### src/rtl/ram_load_ctrl.sv
`default_nettype none
// ============================================================================
// Module  : ram_load_ctrl
// Brief   : Steers a valid/ready byte stream into the feature-data RAM or one
//           of NUM_KERNELS weight RAM banks, with full/release frame handshake.
//           Define RAM_LOAD_PINGPONG_EN for two ping-pong data banks.
// Revision: 1.0 - initial release
// ============================================================================
module ram_load_ctrl #(
  parameter int DATA_W       = 8,
  parameter int DATA_DEPTH   = 64,
  parameter int WEIGHT_DEPTH = 27,
  parameter int NUM_KERNELS  = 2,
  parameter int MODE_DATA    = 0,
  parameter int MODE_WEIGHT  = 1
) (
  input  logic                            clk,
  input  logic                            rst_n,
  input  logic                            clear,
  input  logic                            mode,
  input  logic                            in_valid,
  input  logic [DATA_W-1:0]               in_data,
  output logic                            in_ready,
  input  logic                            data_release,
  output logic                            data_ram_we,
  output logic [$clog2(DATA_DEPTH)-1:0]   data_ram_waddr,
  output logic [DATA_W-1:0]               data_ram_wdata,
  output logic                            data_wr_bank,
  output logic                            data_rd_bank,
  output logic                            data_avail,
  output logic                            data_done,
  output logic [NUM_KERNELS-1:0]          weight_ram_we,
  output logic [$clog2(WEIGHT_DEPTH)-1:0] weight_ram_waddr,
  output logic [DATA_W-1:0]               weight_ram_wdata,
  output logic                            weight_done
);

  localparam int DAW = $clog2(DATA_DEPTH);
  localparam int WAW = $clog2(WEIGHT_DEPTH);
  localparam int KW  = (NUM_KERNELS > 1) ? $clog2(NUM_KERNELS) : 1;
  localparam logic [DAW-1:0] c_DATA_LAST = DAW'(DATA_DEPTH - 1);
  localparam logic [WAW-1:0] c_WT_LAST   = WAW'(WEIGHT_DEPTH - 1);
  localparam logic [KW-1:0]  c_K_LAST    = KW'(NUM_KERNELS - 1);

  logic                   w_is_data;
  logic                   w_is_weight;
  logic                   w_wr_full;
  logic                   w_rd_full;
  logic                   w_wr_bank;
  logic                   w_rd_bank;
  logic                   w_data_beat;
  logic                   w_wt_beat;
  logic                   w_frame_end;
  logic                   w_kernel_end;
  logic                   w_rel_take;

  logic [DAW-1:0]         r_data_ptr;
  logic [WAW-1:0]         r_wt_ptr;
  logic [KW-1:0]          r_kidx;
  logic                   r_data_we;
  logic [DAW-1:0]         r_data_waddr;
  logic [DATA_W-1:0]      r_data_wdata;
  logic                   r_data_bank;
  logic                   r_data_done;
  logic [NUM_KERNELS-1:0] r_wt_we;
  logic [WAW-1:0]         r_wt_waddr;
  logic [DATA_W-1:0]      r_wt_wdata;
  logic                   r_wt_done;

  assign w_is_data    = (mode == 1'(MODE_DATA));
  assign w_is_weight  = (mode == 1'(MODE_WEIGHT));
  assign in_ready     = !clear && (w_is_weight || (w_is_data && !w_wr_full));
  assign w_data_beat  = in_valid && in_ready && w_is_data;
  assign w_wt_beat    = in_valid && in_ready && w_is_weight;
  assign w_frame_end  = w_data_beat && (r_data_ptr == c_DATA_LAST);
  assign w_kernel_end = w_wt_beat && (r_wt_ptr == c_WT_LAST);
  assign w_rel_take   = data_release && w_rd_full;

`ifdef RAM_LOAD_PINGPONG_EN
  logic [1:0] r_full;
  logic       r_wr_bank;
  logic       r_rd_bank;

  assign w_wr_bank  = r_wr_bank;
  assign w_rd_bank  = r_rd_bank;
  assign w_wr_full  = r_full[r_wr_bank];
  assign w_rd_full  = r_full[r_rd_bank];
  assign data_avail = |r_full;

  // Set is placed after clear so a same-bank collision leaves the flag set.
  always_ff @(posedge clk or negedge rst_n) begin
    if (!rst_n) begin
      r_full    <= 2'b00;
      r_wr_bank <= 1'b0;
      r_rd_bank <= 1'b0;
    end else if (clear) begin
      r_full    <= 2'b00;
      r_wr_bank <= 1'b0;
      r_rd_bank <= 1'b0;
    end else begin
      if (w_rel_take) begin
        r_full[r_rd_bank] <= 1'b0;
        r_rd_bank         <= ~r_rd_bank;
      end
      if (w_frame_end) begin
        r_full[r_wr_bank] <= 1'b1;
        r_wr_bank         <= ~r_wr_bank;
      end
    end
  end
`else
  logic r_full;

  assign w_wr_bank  = 1'b0;
  assign w_rd_bank  = 1'b0;
  assign w_wr_full  = r_full;
  assign w_rd_full  = r_full;
  assign data_avail = r_full;

  always_ff @(posedge clk or negedge rst_n) begin
    if (!rst_n) begin
      r_full <= 1'b0;
    end else if (clear) begin
      r_full <= 1'b0;
    end else if (w_frame_end) begin
      r_full <= 1'b1;
    end else if (w_rel_take) begin
      r_full <= 1'b0;
    end
  end
`endif

  // Write port registers; the bank output travels with its beat so it lines up with the strobe.
  always_ff @(posedge clk or negedge rst_n) begin
    if (!rst_n) begin
      r_data_ptr   <= '0;
      r_wt_ptr     <= '0;
      r_kidx       <= '0;
      r_data_we    <= 1'b0;
      r_data_waddr <= '0;
      r_data_wdata <= '0;
      r_data_bank  <= 1'b0;
      r_data_done  <= 1'b0;
      r_wt_we      <= '0;
      r_wt_waddr   <= '0;
      r_wt_wdata   <= '0;
      r_wt_done    <= 1'b0;
    end else if (clear) begin
      r_data_ptr   <= '0;
      r_wt_ptr     <= '0;
      r_kidx       <= '0;
      r_data_we    <= 1'b0;
      r_data_waddr <= '0;
      r_data_wdata <= '0;
      r_data_bank  <= 1'b0;
      r_data_done  <= 1'b0;
      r_wt_we      <= '0;
      r_wt_waddr   <= '0;
      r_wt_wdata   <= '0;
      r_wt_done    <= 1'b0;
    end else begin
      r_data_we   <= w_data_beat;
      r_data_done <= w_frame_end;
      r_wt_we     <= w_wt_beat ? (NUM_KERNELS'(1) << r_kidx) : '0;
      r_wt_done   <= w_kernel_end && (r_kidx == c_K_LAST);
      if (w_data_beat) begin
        r_data_waddr <= r_data_ptr;
        r_data_wdata <= in_data;
        r_data_bank  <= w_wr_bank;
        r_data_ptr   <= w_frame_end ? '0 : r_data_ptr + DAW'(1);
      end
      if (w_wt_beat) begin
        r_wt_waddr <= r_wt_ptr;
        r_wt_wdata <= in_data;
        r_wt_ptr   <= w_kernel_end ? '0 : r_wt_ptr + WAW'(1);
        if (w_kernel_end) begin
          r_kidx <= (r_kidx == c_K_LAST) ? '0 : r_kidx + KW'(1);
        end
      end
    end
  end

  assign data_ram_we      = r_data_we;
  assign data_ram_waddr   = r_data_waddr;
  assign data_ram_wdata   = r_data_wdata;
  assign data_wr_bank     = r_data_bank;
  assign data_rd_bank     = w_rd_bank;
  assign data_done        = r_data_done;
  assign weight_ram_we    = r_wt_we;
  assign weight_ram_waddr = r_wt_waddr;
  assign weight_ram_wdata = r_wt_wdata;
  assign weight_done      = r_wt_done;

endmodule
`default_nettype wire

### config.mk
export PLATFORM = sky130hd
export DESIGN_NAME = ram_load_ctrl
export DESIGN_NICKNAME = d
export VERILOG_FILES = /design/src/rtl/ram_load_ctrl.sv
export SDC_FILE = /design/constraint.sdc
export NUM_CORES = 1
export LEC_CHECK = 0
export BUFFER_PORTS_ARGS = -buffer_cell sky130_fd_sc_hd__buf_4
export CAP_MARGIN = 20
export CORE_UTILIZATION = 55
export CTS_CLUSTER_SIZE = 16
export DETAILED_ROUTE_END_ITERATION = 12
export PLACE_DENSITY = 0.91
export SKIP_LAST_GASP = 1
export SYNTH_ARGS = -nofsm -noshare
export SYNTH_HDL_FRONTEND = slang
export SYNTH_SLANG_ARGS = --single-unit
export TNS_END_PERCENT = 20
### constraint.sdc
create_clock -name clk -period 3.3 [get_ports clk]
set_input_delay 0.495 -clock clk [delete_from_list [all_inputs] [get_ports clk]]
set_output_delay 0.495 -clock clk [all_outputs]
set_load 0.1 [all_outputs]
# Yosys cells after proc, flatten, opt, wreduce, memory -nomap -nowiden
# Cells that the tools add are included.
[word_totals] reg_bits=46 in_bits=14 out_inout_bits=36 elab_cells=65
[op_classes] add_sub_neg=3 n_eq_ne=2 shifts=1 n_mux=28 bitwise=1 reduce_logical=17
[ops] op="$mux 8" count=4
[ops] op="$mux 6" count=5
[ops] op="$mux 5" count=5
[ops] op="$mux 1" count=12
[ops] op="$logic_and 1x1->1" count=9
[ops] op="$add 6x1->6 const B" count=1
[ops] op="$eq 6x6->1 const B" count=1
[ops] op="$reduce_bool 2->1" count=3
[ops] op="$add 5x1->5 const B" count=1
[ops] op="$eq 5x5->1 const B" count=1
[ops] op="$mux 2" count=2
[ops] op="$reduce_bool 3->1" count=1
[ops] op="$logic_not 1->1" count=2
[ops] op="$reduce_and 2->1" count=1
[ops] op="$shl 1x1->2 const A" count=1
[ops] op="$add 1x1->1 const B" count=1
[ops] op="$logic_or 1x1->1" count=1
[ops] op="$not 1->1" count=1

# Longest topological paths before layout
# Gate-level depths: netlist of the first run.
[depth] ltp_word=10 depth_mapped=6

# Least setup slack after synthesis of the first run
# Ideal clock, no wire load.
[synth_path] path_type="reg2out" startpoint="register r_full, in the netlist data_avail" endpoint="output port in_ready" arrival_time_ns=1.646 required_time_ns=2.805 slack_ns=1.159 path_stages_with_launch=3 cell_sequence="dfrtp_1 -> inv_1 -> o21a_1"
[synth_via] elab_chain_len=4
[synth_rtl] element="start: declaration" line="112" source="logic r_full;"
[synth_rtl] element="start signal: assignment" line="122" source="r_full <= 1'b0;"
[synth_rtl] element="start signal: assignment" line="124" source="r_full <= 1'b0;"
[synth_rtl] element="start signal: assignment" line="126" source="r_full <= 1'b1;"
[synth_rtl] element="$logic_not 1->1" line="72" source="assign in_ready = !clear && (w_is_weight || (w_is_data && !w_wr_full));"
[synth_rtl] element="$logic_and 1x1->1" line="72"
[synth_rtl] element="$logic_or 1x1->1" line="72"
[synth_rtl] element="$logic_and 1x1->1" line="72"
[synth_rtl] element="end: declaration" line="23" source="output logic in_ready,"
# No other way between the ends.

# Worst setup path after layout of the first run
[layout_path] startpoint="input port clear" endpoint="register r_data_ptr[5]"
[layout_via] elab_chain_len=8 elab_cells_between_ends=9 cone_classes="mux (3); reduce/logical (6)"
[layout_rtl] element="start: declaration" line="19" source="input logic clear,"
[layout_rtl] element="$logic_not 1->1" line="72"
[layout_rtl] element="$logic_and 1x1->1" line="72"
[layout_rtl] element="$logic_and 1x1->1 (2 in a row)" line="73" source="assign w_data_beat = in_valid && in_ready && w_is_data;"
[layout_rtl] element="$logic_and 1x1->1" line="75" source="assign w_frame_end = w_data_beat && (r_data_ptr == c_DATA_LAST);"
[layout_rtl] element="$mux 6" line="170" source="r_data_ptr <= w_frame_end ? '0 : r_data_ptr + DAW'(1);"
[layout_rtl] element="$mux 6" line="166" source="if (w_data_beat) begin"
[layout_rtl] element="$mux 6" line="148" source="end else if (clear) begin"
[layout_rtl] element="end signal: assignment" line="170"
[layout_rtl] element="end: declaration" line="57" source="logic [DAW-1:0] r_data_ptr;"
# Parallel ways exist; a longest one is shown, timed or not. The select of a mux whose other input is x is not followed.
# A chain may end at the register's enable or synchronous reset.

==> qor.txt, run 1 <==
# DRC: 0
Worst vdd ir: 0.000279 V
IO buf count: 47
Maxcap violations: 0
Setup TNS: 0 ns
Critical-path top delay cell: or4b_1
Gp weighted congestion: 0.848
Clk slew on worst S/H paths: 0.14 ns
Top delay family on crit path: buffers and inverters
Final Core Density: 0.711
Post-CTS Setup Bufs: 0
Largest cells by area after synthesis: dfrtp_1, nand2_1, a21oi_1, nand3_1, o21ai_0
Syn. warnings: 0
Synthesis-stage register bit count: 45
Commonest non-fill, non-tap cell in the layout: nand2_1
Setup violators final: 0
Syn Area/Cell: 9.28 um^2
TritonCTS Buffers: 5
Initial antenna violation count: 0
Crit Path Class: input port to register
Drt pass-1 iters: 5
Total track usage: 0.240
Nets: 267
Status: finished clean
CP Data Required Time: 3.55 ns
Starting Density: 0.578
Cell chain of the critical path: buf_4 -> or4b_1 -> clkinv_1 -> nand3_1 -> o32ai_1
Final instance area: 2370 um^2
Sink Count: 45
Initial DRC Count: 82
Worst skew pair latency: 0.38 ns
Slew margin rel.: 0.531
Fillers: 248
Fin. Hold Viols: 0
Grt total ovfl: 0
Post_cts resized: 0
Share of layout cells above drive strength 1: 0.223
Cell Area, Synth: 1930 um^2
Tmin final: 2.15 ns
Crit end category: register
Clk buf depth: 2
First-pass GRT wire length: 6.36 mm
Final std cells w/o fill: 297
Tcrit/Tclk final: 0.652
Total power: 0.00107 W
Worst EP arrival: 2.40 ns
Clock Tree Root: clkbuf_4
F_max: 465 MHz
Final wirelength: 4.12 mm
Post-DP Area: 2290 um^2
RSZ-0062 raised after global routing: no
Synth top area share: 0.584
Worst stage delay on the critical path: 0.64 ns
Min-delay worst type: input port to asynchronous set/reset pin
Final Slew Violations: 0
Vias in the first global route: 1440
Commonest non-fill, non-tap cells in the layout: nand2_1, buf_4, dfrtp_1, a21oi_1, nand3_1
DP Cell Count: 289
I/O pin count: 50
Clk_skew: 0.0156 ns
Pwr Density: 450 nW/um^2
Die X: 61.2 um
WL per Instance: 13.9 um
H-tree depth: 2
Seq/Total Area, Yosys: 0.584
Die H: 61.2 um
Layout area overhead: 22.9%
Largest net degree at the start of global routing: 46
Number of routed nets with antenna violations: 0
Crit Path Max Fanout: 34
Cells after synthesis: 208
Worst Path Buf+Inv: 2
CORE AREA: 3340 um^2
Worst-margin pin slew: 0.704 ns
Antenna cells: 0
Cell taking the most area after synthesis: dfrtp_1
Critical Path Source Type: input port
CTS tree: yes
Dpl hpwl: 2.81 mm
Area of the die: 3750 um^2
Via count: 1655
Vias/cell: 5.57
Leak Pwr: 1.12 nW
Hold_buf cts: 0
Row cnt: 21
Netlist cell types: 27
-- layer usage --
layer / global-route usage / up-vias / wire length, um
li1: - / 785 / -
met4: 0.120 / 0 / 90
met3: 0.0672 / 10 / 223
met2: 0.384 / 65 / 2150
met1: 0.299 / 795 / 1660
met5: 0 / - / 0
-- per-stage QoR --
step,worst slack [ns],hold WS [ns]
after floorplan,1.16,0.199
after global placement,0.807,0.445
after detailed placement,0.787,0.450
after CTS,1.15,0.107
after global routing,0.953,0.125
final,1.15,0.0854
-- logic make-up after synthesis --
logic type                 count (synthesis)  share of synthesized area
buffers and inverters                     22                     0.0486
adders and majority gates                  3                     0.0195
other                                      1                    0.00194
DFF                                       45                      0.584
AOI/OAI and AO/OA                         47                      0.138
and+or+nand+nor                           90                      0.208
-- state kept, by name, summed over array words and instances, names as in the netlist --
name,count
r_wt_ptr,5
weight_ram_we,2
r_data_ptr,6
weight_ram_wdata,8
data_ram_waddr,6
r_kidx,1
weight_done,1
data_ram_wdata,8
data_ram_we,1
data_avail,1
data_done,1
weight_ram_waddr,5
-- synthesized netlist by cell type --
| cell type | instances |
|---|---|
| nand3_1 | 15 |
| o311ai_0 | 1 |
| dfrtp_1 | 45 |
| o21a_1 | 1 |
| or3_1 | 7 |
| a311o_1 | 1 |
| nor2b_1 | 1 |
| a32o_1 | 1 |
| nand2_1 | 58 |
| and3_1 | 1 |
| conb_1 | 1 |
| or4b_1 | 1 |
| and3b_1 | 1 |
| a211oi_1 | 1 |
| a31oi_1 | 4 |
| o21ai_0 | 11 |
| a21oi_1 | 25 |
| nor2_1 | 3 |
| buf_4 | 3 |
| nand3b_1 | 1 |
| inv_1 | 7 |
| and2_1 | 1 |
| ha_1 | 3 |
| nand4b_1 | 1 |
| clkinv_1 | 1 |
| clkbuf_1 | 11 |
| o32ai_1 | 2 |
-- final timing paths --
| kind | slack [ns] | cells past startpoint | endpoint | start |
|---|---|---|---|---|
| worst min-delay path | 0.09 | 1 | r_wt_ptr[3] | rst_n |
| worst min register to register | 0.47 | 1 | weight_ram_we[0] | r_kidx |
| max in group asynchronous | 2.84 | 1 | r_data_ptr[1] | rst_n |
| worst max-delay path | 1.15 | 5 | r_data_ptr[5] | clear |
| min in group clk | 0.31 | 2 | data_avail | data_release |
| worst max register to register | 1.23 | 3 | r_data_ptr[3] | data_avail |
-- cell type report --
class | instances | area [um^2] | area share
multi-input cells | 142 | 713 | 0.301
inverters | 8 | 30.0 | 0.0127
repair buffers | 48 | 360 | 0.152
clock buffers | 5 | 37.5 | 0.0158
well taps | 46 | 57.6 | 0.0243
flip-flops and latches | 45 | 1130 | 0.475
clock inverters | 3 | 46.3 | 0.0195
-- where the power goes --
part | switching (W) | leakage (nW) | internal (W)
logic | 0.000120 | 0.451 | 0.0000312
registers | 0.00000769 | 0.623 | 0.000562
clock network | 0.000187 | 0.0414 | 0.000160
No activity file was read; power rests on OpenSTA's default activity.
==> inputs of run 2 (changes only) <==
--- a/config.mk
+++ b/config.mk
@@ -7,10 +7,10 @@
 export LEC_CHECK = 0
 export BUFFER_PORTS_ARGS = -buffer_cell sky130_fd_sc_hd__buf_4
 export CAP_MARGIN = 20
-export CORE_UTILIZATION = 55
+export CORE_UTILIZATION = 52
 export CTS_CLUSTER_SIZE = 16
 export DETAILED_ROUTE_END_ITERATION = 12
-export PLACE_DENSITY = 0.91
+export PLACE_DENSITY = 0.87
 export SKIP_LAST_GASP = 1
 export SYNTH_ARGS = -nofsm -noshare
 export SYNTH_HDL_FRONTEND = slang
==> constraint.sdc (replaced) <==
create_clock -name clk -period 2 [get_ports clk]
set_input_delay 0.3 -clock clk [delete_from_list [all_inputs] [get_ports clk]]
set_output_delay 0.3 -clock clk [all_outputs]
set_load 0.1 [all_outputs]
==> run 2 against run 1 <==
Non-clock buffer count up 6. First-iteration DRC count rose to 2.7 times the previous value. Routed wire length up 6.4%. Final cell count up 1.7%. Core utilization up 0.19 points. Largest cell class unchanged.
==> qor.txt, run 2 (synthesized netlist as in run 1, its figures left out) <==
I/O pin count: 50 (unchanged)
Starting Density: 0.561 (-0.0177)
Tmin final: 1.76 ns
DP Cell Count: 294 (+1.7%)
Total power: 0.00186 W (+74%)
Maxcap violations: 0 (unchanged)
Busiest grt layer: met2
Setup TNS: 0 ns (unchanged)
Die X: 62.9 um (+2.8%)
Worst-margin pin slew: 0.541 ns (-0.163 ns)
Pwr Density: 757 nW/um^2 (+68%)
Crit end category: register
Number of routed nets with antenna violations: 0 (unchanged)
Critical Path Source Type: register
Clk buf depth: 2 (unchanged)
# DRC: 0 (unchanged)
Status: finished clean
Share of layout cells above drive strength 1: 0.238 (+0.0152)
Clock Tree Root: clkbuf_8
Vias/cell: 5.45 (-2.2%)
IO buf count: 47 (unchanged)
First-pass GRT wire length: 7.10 mm (+12%)
Slew margin rel.: 0.639 (+0.109)
Met1 usage: 0.286 (-0.0134)
Min-delay worst type: input port to register
Antenna cells: 0 (unchanged)
WL per Instance: 14.5 um (+4.6%)
F_max: 567 MHz
GR Layer Usage met2: 0.401 (+0.0170)
Initial DRC Count: 224 (+170%)
Reg area: 1130 um^2 (+0.11%)
Post-CTS Setup Bufs: 0 (unchanged)
Worst EP arrival: 1.97 ns (-0.43 ns)
Dpl hpwl: 2.90 mm (+3.2%)
Clk slew on worst S/H paths: 0.08 ns (-0.06 ns)
Area of the die: 3960 um^2 (+5.6%)
Worst skew pair latency: 0.30 ns (-0.08 ns)
Tcrit/Tclk final: 0.882
TritonCTS Buffers: 5 (unchanged)
Largest net degree at the start of global routing: 46 (unchanged)
Fin. Hold Viols: 0 (unchanged)
Layout area overhead: 27.1%
Final wirelength: 4.38 mm (+6.4%)
Area of the multi-input gates: 713 um^2 (unchanged)
Post_cts resized: 0 (unchanged)
Cell chain of the critical path: or4b_1 -> buf_12 -> clkinv_1 -> nand3_1 -> o32ai_1
Crit Path Max Fanout: 25 (-26%)
Combinational share of power: 0.141 (about the same)
H-tree depth: 2 (unchanged)
Via count: 1646 (-0.54%)
Final Slew Violations: 0 (unchanged)
Worst vdd ir: 0.000499 V (+79%)
Crit Path Class: register to register
Gp weighted congestion: 0.859 (+1.3%)
Initial antenna violation count: 0 (unchanged)
Cell Int Power: 0.00135 W (+79%)
Critical-path top delay cell: or4b_1
Clock Power Share: 0.353 (+0.028)
Final std cells w/o fill: 302 (+1.7%)
NetSw: 0.000508 W (+62%)
Total track usage: 0.238 (-0.00130)
Reg power frac: 0.506 (-0.027)
Die H: 62.9 um (+2.8%)
Worst stage delay on the critical path: 0.54 ns (-0.10 ns)
Clk_skew: 0.00791 ns (-0.00768 ns)
Sw Share: 0.273 (-0.0209)
Fillers: 252 (+1.6%)
Vias in the first global route: 1475 (+2.4%)
Setup violators final: 0 (unchanged)
Commonest non-fill, non-tap cell in the layout: nand2_1
Grt total ovfl: 0 (unchanged)
CP Data Required Time: 2.20 ns (-1.35 ns)
Commonest non-fill, non-tap cells in the layout: nand2_1, buf_4, dfrtp_1, a21oi_1, nand3_1
Row cnt: 21 (unchanged)
CORE AREA: 3440 um^2 (+3.1%)
CTS tree: yes
RSZ-0062 raised after global routing: no
Nets: 273 (+2.2%)
Leak Pwr: 1.16 nW (+4.0%)
Drt pass-1 iters: 4 (-1)
Met3 Use GR: 0.0748 (+0.00759)
Sink Count: 45 (unchanged)
==> run 2: routing by layer <==
metal / vias up / wire length [um]
met4: 0 / 55
met1: 788 / 1750
met2: 61 / 2280
met5: - / 0
met3: 6 / 292
li1: 791 / -
==> run 2: worst paths after layout <==
path	depth (start not counted)	to	startpoint	slack [ns]
max	5	r_data_ptr[5]	data_avail	0.24
min	2	data_avail	data_release	0.18
max reg2reg	5	r_data_ptr[5]	data_avail	0.24
min reg2reg	1	weight_ram_we[0]	r_kidx	0.49
max in group asynchronous	2	data_avail	rst_n	1.08
min in group asynchronous	2	weight_ram_waddr[3]	rst_n	0.52
==> run 2: layout make-up <==
class | instances | share of cell area
Sequential cell | 45 | 0.460
Multi-Input combinational cell | 142 | 0.291
Timing Repair Buffer | 54 | 0.171
Clock buffer | 5 | 0.0281
Tap cell | 46 | 0.0235
Clock inverter | 2 | 0.0143
Inverter | 8 | 0.0122
==> run 2: critical path, delay by kind of cell (launching register included) <==
family                 cells  cell delay, ns
and+or+nand+nor            2            0.66
buffers and inverters      2            0.46
AOI/OAI and AO/OA          1            0.12
DFF                        1            0.42
==> run 2: power groups by stage <==
stage,clock [W],combinational [W],sequential [W]
floorplan,0,0.0000801,0.00105
global placement,0,0.000257,0.000957
detailed placement,0,0.000259,0.000958
CTS,0.000662,0.000262,0.000940
global route,0.000711,0.000277,0.000942
finish,0.000656,0.000261,0.000940
==> run 2: timing repair <==
action                                  CTS  global route
endpoints found under the setup margin    0             0
hold buffers                              1             0
hold endpoints to repair                  6             0
==> run 2: through the flow <==
stage          area [um^2]  setup slack (ns)   util  hold slack [ns]
2_1_floorplan         1930             0.155      -          0.00441
3_3_place_gp          2340             0.239  0.679            0.325
3_5_place_dp          2340             0.181  0.679            0.323
4_1_cts               2450             0.246  0.712            0.181
5_1_grt               2450             0.125  0.712            0.169
6_report              2450             0.235  0.712            0.179
==> inputs of run 3 (changes only) <==
--- a/config.mk
+++ b/config.mk
@@ -11,6 +11,7 @@
 export CTS_CLUSTER_SIZE = 16
 export DETAILED_ROUTE_END_ITERATION = 12
 export PLACE_DENSITY = 0.87
+export RECOVER_POWER = 50
 export SKIP_LAST_GASP = 1
 export SYNTH_ARGS = -nofsm -noshare
 export SYNTH_HDL_FRONTEND = slang
==> run 3 against run 2 <==
Non-clock buffer count stayed put. Global-route usage unchanged. Clock power hardly changed. Clock-buffer cell count unchanged. Cell area fell by 1.5%. Setup slack got worse by 0.0064 ns. Final cell count did not move. First-iteration DRC count down 8.5%. Critical path type unchanged. Largest power group unchanged.
==> qor.txt, run 3 (synthesized netlist as in run 1, its figures left out) <==
Status: finished clean
First-pass GRT wire length: 7.10 mm (unchanged)
Clock Tree Root: clkbuf_8
Cell chain of the critical path: or4b_1 -> buf_12 -> clkinv_1 -> nand3_1 -> o32ai_1
WL per Instance: 14.6 um (+0.43%)
Tmin final: 1.77 ns (+0.00640 ns)
Clk slew on worst S/H paths: 0.08 ns (about the same)
Via count: 1690 (+2.7%)
CTS tree: yes
Area of the multi-input gates: 713 um^2 (unchanged)
Final wirelength: 4.40 mm (+0.43%)
Share of layout cells above drive strength 1: 0.234 (-0.00391)
Maxcap violations: 0 (unchanged)
Die H: 62.9 um (unchanged)
Dpl hpwl: 2.90 mm (unchanged)
Final Slew Violations: 0 (unchanged)
Vias in the first global route: 1475 (unchanged)
I/O pin count: 50 (unchanged)
Gp weighted congestion: 0.859 (unchanged)
Total track usage: 0.238 (unchanged)
Pre-CTS WS: 0.181 ns (unchanged)
Min-delay worst type: input port to register
Die X: 62.9 um (unchanged)
Initial antenna violation count: 0 (unchanged)
Commonest non-fill, non-tap cell in the layout: nand2_1
H-tree depth: 2 (unchanged)
Top delay family on crit path: simple AND/OR/NAND/NOR gates
TritonCTS Buffers: 5 (unchanged)
Pwr Density: 768 nW/um^2 (+1.5%)
Crit Path Class: register to register
Slew margin rel.: 0.289 (-0.350)
Final std cells w/o fill: 302 (unchanged)
Starting Density: 0.561 (unchanged)
Row cnt: 21 (unchanged)
Setup TNS: 0 ns (unchanged)
Sink Count: 45 (unchanged)
Vias/cell: 5.60 (+2.7%)
Final instance area: 2420 um^2 (-1.5%)
Leak Pwr: 1.15 nW (-1.2%)
Nets: 273 (unchanged)
Setup violators final: 0 (unchanged)
Reg area: 1130 um^2 (unchanged)
Largest net degree at the start of global routing: 46 (unchanged)
# DRC: 0 (unchanged)
Worst vdd ir: 0.000503 V (+0.78%)
Post-route setup slack: 0.229 ns (-0.00640 ns)
Post-DP Area: 2340 um^2 (unchanged)
Crit Path Max Fanout: 25 (unchanged)
Initial DRC Count: 205 (-8.5%)
Critical-path top delay cell: or4b_1
Worst-margin pin slew: 1.07 ns (+0.525 ns)
DP Cell Count: 294 (unchanged)
Worst skew pair latency: 0.31 ns (about the same)
IO buf count: 47 (unchanged)
Area of the die: 3960 um^2 (unchanged)
Worst stage delay on the critical path: 0.54 ns (about the same)
Fillers: 259 (+2.8%)
F_max: 565 MHz (-0.36%)
Worst EP arrival: 1.98 ns (about the same)
Fin. Hold Viols: 0 (unchanged)
Layout area overhead: 25.2%
Tcrit/Tclk final: 0.886 (+0.00320)
RSZ-0062 raised after global routing: no
CP Data Required Time: 2.20 ns (about the same)
Drt pass-1 iters: 4 (unchanged)
Grt total ovfl: 0 (unchanged)
CORE AREA: 3440 um^2 (unchanged)
Clk buf depth: 2 (unchanged)
Post-CTS Setup Bufs: 0 (unchanged)
Antenna cells: 0 (unchanged)
Commonest non-fill, non-tap cells in the layout: nand2_1, dfrtp_1, buf_4, a21oi_1, nand3_1
Critical Path Source Type: register
Final Core Density: 0.702 (-0.0105)
Crit end category: register
Clk_skew: 0.00748 ns (-0.000426 ns)
Worst Path Buf+Inv: 2 (unchanged)
Number of routed nets with antenna violations: 0 (unchanged)
[run 3: cell count changes in the layout (fill, tap and decap cells not counted)]
cell | previous run | this run
clkbuf_4 | 0 | 1
clkbuf_2 | 0 | 13
buf_4 | 52 | 37
and2_0 | 0 | 1
and2_1 | 1 | 0
clkbuf_1 | 0 | 1
[run 3: timing repair]
| item | in CTS | in global routing |
|---|---|---|
| resized for setup | 0 | 0 |
| setup endpoints to repair | 0 | 0 |
| endpoints found under the hold margin | 6 | 0 |
| hold buffers | 1 | 0 |
[run 3: through the flow]
stage	hold WS (ns)	total power [W]
after floorplan	0.00441	0.00113
after global placement	0.325	0.00121
after detailed placement	0.323	0.00122
after CTS	0.181	0.00186
after global routing	0.169	0.00193
final	0.176	0.00186
[run 3: path summary, 6_finish.rpt]
path	cells after the start	to	slack [ns]	start
hold reg to reg	1	weight_ram_we[0]	0.49	r_kidx
max in group asynchronous	2	data_avail	0.57	rst_n
hold / removal	2	data_avail	0.18	data_release
min in group asynchronous	2	weight_ram_waddr[3]	0.72	rst_n
setup reg to reg	5	r_data_ptr[5]	0.23	data_avail
setup / recovery	5	r_data_ptr[5]	0.23	data_avail
[run 3: worst reg2reg max path, delay by kind of cell (launching register included)]
| family | cells | cell delay (ns) |
|---|---|---|
| and+or+nand+nor | 2 | 0.66 |
| buffers and inverters | 2 | 0.46 |
| DFF | 1 | 0.43 |
| AOI/OAI and AO/OA | 1 | 0.12 |
[run 3: where the power goes]
group | internal (W) | switching, W
clock | 0.000363 | 0.000296
combinational | 0.0000562 | 0.000201
sequential | 0.000926 | 0.0000139
total | 0.00135 | 0.000511
[run 3: metal layers]
metal | wire length, um | GRT usage
met5 | 0 | 0
met4 | 78 | 0.0843
met3 | 260 | 0.0748
met2 | 2260 | 0.401
met1 | 1800 | 0.286
[run 3: layout make-up]
| type | count | area share |
|---|---|---|
| Clock buffer | 5 | 0.0285 |
| Tap cell | 46 | 0.0238 |
| Multi-Input combinational cell | 142 | 0.295 |
| Timing Repair Buffer | 54 | 0.159 |
| Inverter | 8 | 0.0124 |
| Sequential cell | 45 | 0.467 |
| Clock inverter | 2 | 0.0145 |
